--- config.mk ---
export PLATFORM = sky130hd
export DESIGN_NAME = multicycle_control
export DESIGN_NICKNAME = d
export VERILOG_FILES = /design/src/rtl/multicycle_control.sv
export SDC_FILE = /design/constraint.sdc
export NUM_CORES = 1
export LEC_CHECK = 0
export CORE_MARGIN = 2
export CORE_UTILIZATION = 50
export DETAILED_ROUTE_END_ITERATION = 8
export DONT_BUFFER_PORTS = 1
export PLACE_DENSITY = 0.62
export SLEW_MARGIN = 20
export SYNTH_ARGS = -nofsm -noshare
export SYNTH_HDL_FRONTEND = slang
export SYNTH_SLANG_ARGS = --single-unit
export TNS_END_PERCENT = 30
--- constraint.sdc ---
create_clock -name CLK -period 3.41 [get_ports CLK]
set_input_delay 0.8525 -clock CLK [delete_from_list [all_inputs] [get_ports CLK]]
set_output_delay 0.8525 -clock CLK [all_outputs]
set_load 0.03 [all_outputs]
--- src/rtl/multicycle_control.sv ---
// Multi-cycle CPU control unit: IF/ID/EXE/MEM/WB sequencer with ALU/operand decode and retire counter.
// Optional build macro MCCTRL_ILLEGAL_TRAP_EN: illegal opcodes halt the machine instead of retiring as NOPs.
module multicycle_control #(
  parameter int CNT_W = 32
) (
  input  logic             CLK,
  input  logic             nRST,
  input  logic [5:0]       opcode,
  input  logic             zero,
  input  logic             sign,
  output logic [2:0]       state,
  output logic [2:0]       ALUopcode,
  output logic             ALUSrcA,
  output logic             ALUSrcB,
  output logic             ExtSel,
  output logic [1:0]       RegDst,
  output logic             WrRegDSrc,
  output logic             DBDataSrc,
  output logic [1:0]       PCSrc,
  output logic             PCWre,
  output logic             IRWre,
  output logic             RegWre,
  output logic             mRD,
  output logic             mWR,
  output logic             halted,
  output logic [CNT_W-1:0] retired
);

  typedef enum logic [2:0] {
    S_IF   = 3'b000,
    S_ID   = 3'b001,
    S_EXE  = 3'b010,
    S_MEM  = 3'b011,
    S_WB   = 3'b100,
    S_HALT = 3'b101
  } state_e;

  localparam logic [5:0] OP_ADD   = 6'b000000;
  localparam logic [5:0] OP_SUB   = 6'b000001;
  localparam logic [5:0] OP_ADDIU = 6'b000010;
  localparam logic [5:0] OP_AND   = 6'b010000;
  localparam logic [5:0] OP_ANDI  = 6'b010001;
  localparam logic [5:0] OP_ORI   = 6'b010010;
  localparam logic [5:0] OP_OR    = 6'b010011;
  localparam logic [5:0] OP_SLLI  = 6'b011000;
  localparam logic [5:0] OP_SLT   = 6'b100110;
  localparam logic [5:0] OP_SLTI  = 6'b100111;
  localparam logic [5:0] OP_SW    = 6'b110000;
  localparam logic [5:0] OP_LW    = 6'b110001;
  localparam logic [5:0] OP_BEQ   = 6'b110100;
  localparam logic [5:0] OP_BLTZ  = 6'b110110;
  localparam logic [5:0] OP_J     = 6'b111000;
  localparam logic [5:0] OP_JR    = 6'b111001;
  localparam logic [5:0] OP_JAL   = 6'b111010;
  localparam logic [5:0] OP_HALT  = 6'b111111;

  localparam logic [2:0] ALU_ADD  = 3'b000;
  localparam logic [2:0] ALU_SUB  = 3'b001;
  localparam logic [2:0] ALU_SLL  = 3'b010;
  localparam logic [2:0] ALU_OR   = 3'b011;
  localparam logic [2:0] ALU_AND  = 3'b100;
  localparam logic [2:0] ALU_CMPS = 3'b110;

  state_e           state_q, state_d;
  logic [CNT_W-1:0] retired_q;

  logic is_rtype, is_ialu, is_lw, is_sw, is_beq, is_bltz;
  logic is_j, is_jr, is_jal, is_halt, is_jump, is_branch, is_legal;

  assign is_rtype  = (opcode == OP_ADD) || (opcode == OP_SUB) || (opcode == OP_AND) ||
                     (opcode == OP_OR)  || (opcode == OP_SLT);
  assign is_ialu   = (opcode == OP_ADDIU) || (opcode == OP_ANDI) || (opcode == OP_ORI) ||
                     (opcode == OP_SLLI)  || (opcode == OP_SLTI);
  assign is_lw     = (opcode == OP_LW);
  assign is_sw     = (opcode == OP_SW);
  assign is_beq    = (opcode == OP_BEQ);
  assign is_bltz   = (opcode == OP_BLTZ);
  assign is_j      = (opcode == OP_J);
  assign is_jr     = (opcode == OP_JR);
  assign is_jal    = (opcode == OP_JAL);
  assign is_halt   = (opcode == OP_HALT);
  assign is_jump   = is_j || is_jr || is_jal;
  assign is_branch = is_beq || is_bltz;
  assign is_legal  = is_rtype || is_ialu || is_lw || is_sw || is_branch || is_jump || is_halt;

  always_comb begin
    state_d = state_q;
    case (state_q)
      S_IF:  state_d = S_ID;
      S_ID: begin
        if (is_jump)        state_d = S_IF;
        else if (is_halt)   state_d = S_HALT;
        else if (!is_legal) begin
`ifdef MCCTRL_ILLEGAL_TRAP_EN
          state_d = S_HALT;
`else
          state_d = S_IF;
`endif
        end
        else                state_d = S_EXE;
      end
      S_EXE: begin
        if (is_branch)          state_d = S_IF;
        else if (is_lw || is_sw) state_d = S_MEM;
        else                    state_d = S_WB;
      end
      S_MEM:  state_d = is_lw ? S_WB : S_IF;
      S_WB:   state_d = S_IF;
      S_HALT: state_d = S_HALT;
      default: state_d = S_IF;
    endcase
  end

  // The instruction retires on the cycle that hands control back to IF.
  assign PCWre  = nRST && (state_q != S_HALT) && (state_d == S_IF);
  assign IRWre  = nRST && (state_q == S_IF);
  assign RegWre = nRST && ((state_q == S_WB) || ((state_q == S_ID) && is_jal));
  assign mRD    = nRST && (state_q == S_MEM) && is_lw;
  assign mWR    = nRST && (state_q == S_MEM) && is_sw;

  always_ff @(posedge CLK or negedge nRST) begin
    if (!nRST) begin
      state_q   <= S_IF;
      retired_q <= '0;
    end else begin
      state_q <= state_d;
      if (PCWre) retired_q <= retired_q + CNT_W'(1);
    end
  end

  always_comb begin
    PCSrc = 2'b00;
    if (is_j || is_jal)               PCSrc = 2'b11;
    else if (is_jr)                   PCSrc = 2'b10;
    else if (is_beq && zero)          PCSrc = 2'b01;
    else if (is_bltz && sign)         PCSrc = 2'b01;
  end

  always_comb begin
    ALUopcode = ALU_ADD;
    case (opcode)
      OP_SUB, OP_BEQ, OP_BLTZ: ALUopcode = ALU_SUB;
      OP_AND, OP_ANDI:         ALUopcode = ALU_AND;
      OP_OR, OP_ORI:           ALUopcode = ALU_OR;
      OP_SLLI:                 ALUopcode = ALU_SLL;
      OP_SLT, OP_SLTI:         ALUopcode = ALU_CMPS;
      default:                 ALUopcode = ALU_ADD;
    endcase
  end

  always_comb begin
    RegDst = 2'b01;
    if (is_jal)        RegDst = 2'b00;
    else if (is_rtype) RegDst = 2'b10;
  end

  assign ALUSrcA   = (opcode == OP_SLLI);
  assign ALUSrcB   = (opcode == OP_ADDIU) || (opcode == OP_ANDI) || (opcode == OP_ORI) ||
                     (opcode == OP_SLTI)  || is_lw || is_sw;
  assign ExtSel    = !((opcode == OP_ANDI) || (opcode == OP_ORI));
  assign WrRegDSrc = !is_jal;
  assign DBDataSrc = is_lw;

  assign state   = state_q;
  assign halted  = (state_q == S_HALT);
  assign retired = retired_q;

endmodule

==> impl_results.rst <==
.. list-table::
   :header-rows: 1

   * - Metric
     - Value
   * - Outcome
     - finished, final reports clean
   * - Post-CTS repair timing setup buffer count
     - 0
   * - Final HPWL from detailed placement
     - roughly 3.3 mm
   * - Average detailed-routed wire length per instance
     - 16.08 µm
   * - Largest net degree at the start of global routing
     - 39
   * - Hold WC Path Type
     - in2async
   * - I/O pin count
     - 63
   * - Register area share after synthesis
     - 39.33%
   * - Instance count after placement with tap cells included
     - 288
   * - Worst-Margin Slew
     - 0.6278 ns
   * - Count of nets after finishing
     - 254
   * - Final setup TNS
     - 0 ns
   * - Hold-fix buffers at CTS
     - 0
   * - Endpoint arrival time on the critical path
     - 2.10 ns
   * - Detailed-route vias per instance
     - 5.905
   * - Largest stage delay on the critical path
     - 0.57 ns
   * - Fmax
     - ~340 MHz
   * - Crit share post-route
     - 86.46%
   * - Layout overhead on the synthesized area
     - 7.978%
   * - Max Clock Skew
     - 0.005602 ns
   * - H-tree level count
     - 2
   * - Mapped Cells
     - between 200 and 250
   * - Nature of the critical path endpoint
     - primary output
   * - Post-synthesis register bit count
     - 35
   * - Post-synth cell types
     - 47
   * - Number of vias after detailed routing
     - 1748
   * - Post-route antenna net violation count
     - 0
   * - Max IR drop VDD
     - between 0.5 and 0.6 mV
   * - Average footprint of a synthesized cell
     - 9.241 µm²
   * - Data required time of the critical path
     - 2.56 ns
   * - Floorplan core area
     - 0.004324 mm²
   * - Setup violation total in the final timing report
     - 0
   * - Dominant cell type by area after synthesis
     - dfrtp_1
   * - Number of global-route vias before repair
     - between 1.5k and 2k
   * - TritonCTS clock tree
     - yes
   * - Die X
     - slightly above 70 µm
   * - Syn Std Cell Area
     - 0.002227 mm²
   * - CTS Root Buffer Type
     - clkbuf_8
   * - Final core utilization
     - 55.61%
   * - Primary FF master, synth
     - dfrtp_1
   * - Dominant cells by area after synthesis
     - dfrtp_1 (39%), xor2_1 (9.0%), nor4_2 (6.2%), nor3_1 (4.5%), nand2_1 (3.7%)
   * - Power per unit of standard cell area
     - 628.5 mW/mm²
   * - Synth top cells by count
     - dfrtp_1 (35), xor2_1 (23), nand2_1 (22), nor3_1 (20), nor2_1 (17)
   * - Family with the most delay on the worst path
     - simple AND/OR/NAND/NOR gates
   * - Global routing usage summed across all routing layers
     - 19.65%
   * - Antenna fix cells
     - 0
   * - DP Area
     - 0.002287 mm²
   * - Final number of hold-violating endpoints
     - 0
   * - Total buffers and inverters traversed by the critical path
     - 0
   * - Starting utilization of the core area
     - 51.50%
   * - Power Total
     - between 1.5 and 2 mW
   * - Floorplan die height
     - 70.74 µm
   * - First-pass GRT wire length
     - 8.031 mm
   * - Unrepaired setup endpoints after global routing
     - false
   * - Placer's final routability congestion estimate
     - 0.8313
   * - CP Cell Sequence
     - nand2_1, nor2_1, a311o_1, a211o_1, nor2_2
   * - TritonRoute pass-1 iters
     - 4
   * - Total DRC errors in the routed layout
     - 0
   * - Placement Setup Slack
     - 0.4729 ns
   * - Cts repair resizes
     - 0
   * - # clock sinks
     - 35
   * - Worst setup slack after layout
     - 0.4618 ns
   * - CTS Buf Count
     - 5
   * - Total overflow reported by the global router
     - 0
   * - Critical path peak fanout
     - 8
   * - Static power due to leakage
     - 0.9430 nW
   * - Number of flops mapped to enable cells by yosys
     - 0
   * - Worst-case clock buffer depth
     - 2
   * - Number of buffer cells added on primary ports
     - 0
   * - Total nets after synthesis
     - about 250
   * - Startpoint Class
     - register
   * - Finished Cell Area
     - 0.002405 mm²
   * - First-iteration detailed-routing DRC count
     - 133
   * - Max-slew headroom
     - 57.99%
   * - Crit Path Category
     - reg2out
   * - Share of Yosys cell area claimed by the top area cell type
     - 39.33%
   * - Total count of max-transition violations in the final report
     - 0
   * - Final Hold Slack
     - 0.2553 ns
   * - Top-count cell post-synth
     - dfrtp_1
   * - Count of placed standard cells in the final layout, fillers left out
     - 296
   * - Area of the die
     - 0.005004 mm²
   * - Initial antenna violation count
     - 0
   * - Number of placement rows
     - 24
   * - Final Critical Period
     - 2.948 ns
   * - Async SR Flop Fraction
     - 100.0%
   * - Total length of routed wires
     - 4.759 mm
   * - Layout cell share with drive strength beyond 1
     - 16.39%
   * - Slowest stage cell, crit path
     - dfrtp_1
   * - Clock transition time at the flip-flop clock pins of the worst setup and hold paths
     - 0.07 ns
   * - Max Cap Violations
     - 0
   * - Later-pin clock latency in the skew report
     - 0.28 ns
   * - Yosys Warn Count
     - 0
==> placed cells by master, fill, tap and decap left out, types with 6 or more instances in the layout <==
cell type	Yosys	final
xor2_1	23	23
nor2_1	17	17
nand2_1	22	22
a21oi_1	6	6
nor2b_1	7	7
nor3_1	20	20
or3_1	7	7
dfrtp_1	35	35
inv_1	9	9
nor4_2	11	11
xnor2_1	9	9
buf_4	0	10
nand3_1	13	13
clkbuf_8	0	6
==> kinds of logic after synthesis <==
| kind of cell | Yosys count | synth area share, % |
|---|---|---|
| XOR/XNOR | 32 | 12.58 |
| buffers and inverters | 24 | 5.112 |
| multiplexers | 3 | 1.461 |
| AO/OA/AOI/OAI | 24 | 8.765 |
| adder cells (fa/ha/maj) | 1 | 0.5617 |
| flip-flops | 35 | 39.33 |
| AND/OR/NAND/NOR | 122 | 32.19 |
==> state kept, by name, indices dropped and copies added, names as in the netlist <==
signal and count:
retired 32, state 3
==> final cells by class <==
class                           count  area (µm²)
Timing Repair Buffer               10       75.07
Tap cell                           52       65.06
Inverter                            9       33.78
Fill cell                         399        1919
Clock buffer                        6       82.58
Clock inverter                      2       35.03
Sequential cell                    35       875.8
Multi-Input combinational cell    182        1237
==> metal layers <==
layer  track usage (%)  part of all wire (%)
met1             26.53                    46
met2             29.39                    45
met3             8.547                   7.8
met4             4.612                  0.80
met5                 0                     0
==> worst paths after layout <==
| check | cells past startpoint | slack, ns | startpoint | endpoint |
|---|---|---|---|---|
| worst max-delay path | 5 | 0.46 | state[0] | PCWre |
| worst min-delay path | 0 | 0.26 | nRST | retired[16] |
| worst max register to register | 7 | 0.86 | state[0] | retired[5] |
| worst min register to register | 1 | 0.68 | retired[31] | retired[31] |
| max in group asynchronous | 0 | 3.07 | nRST | state[1] |
| min in group CLK | 1 | 0.68 | retired[31] | retired[31] |
==> where the power goes <==
group / internal (mW) / switching (mW) / leakage, nW
sequential: 0.492 / 0.276 / 0.415
combinational: 0.139 / 0.223 / 0.467
clock: 0.236 / 0.145 / 0.0612
Note: power is estimated with default switching activity, not from simulation.
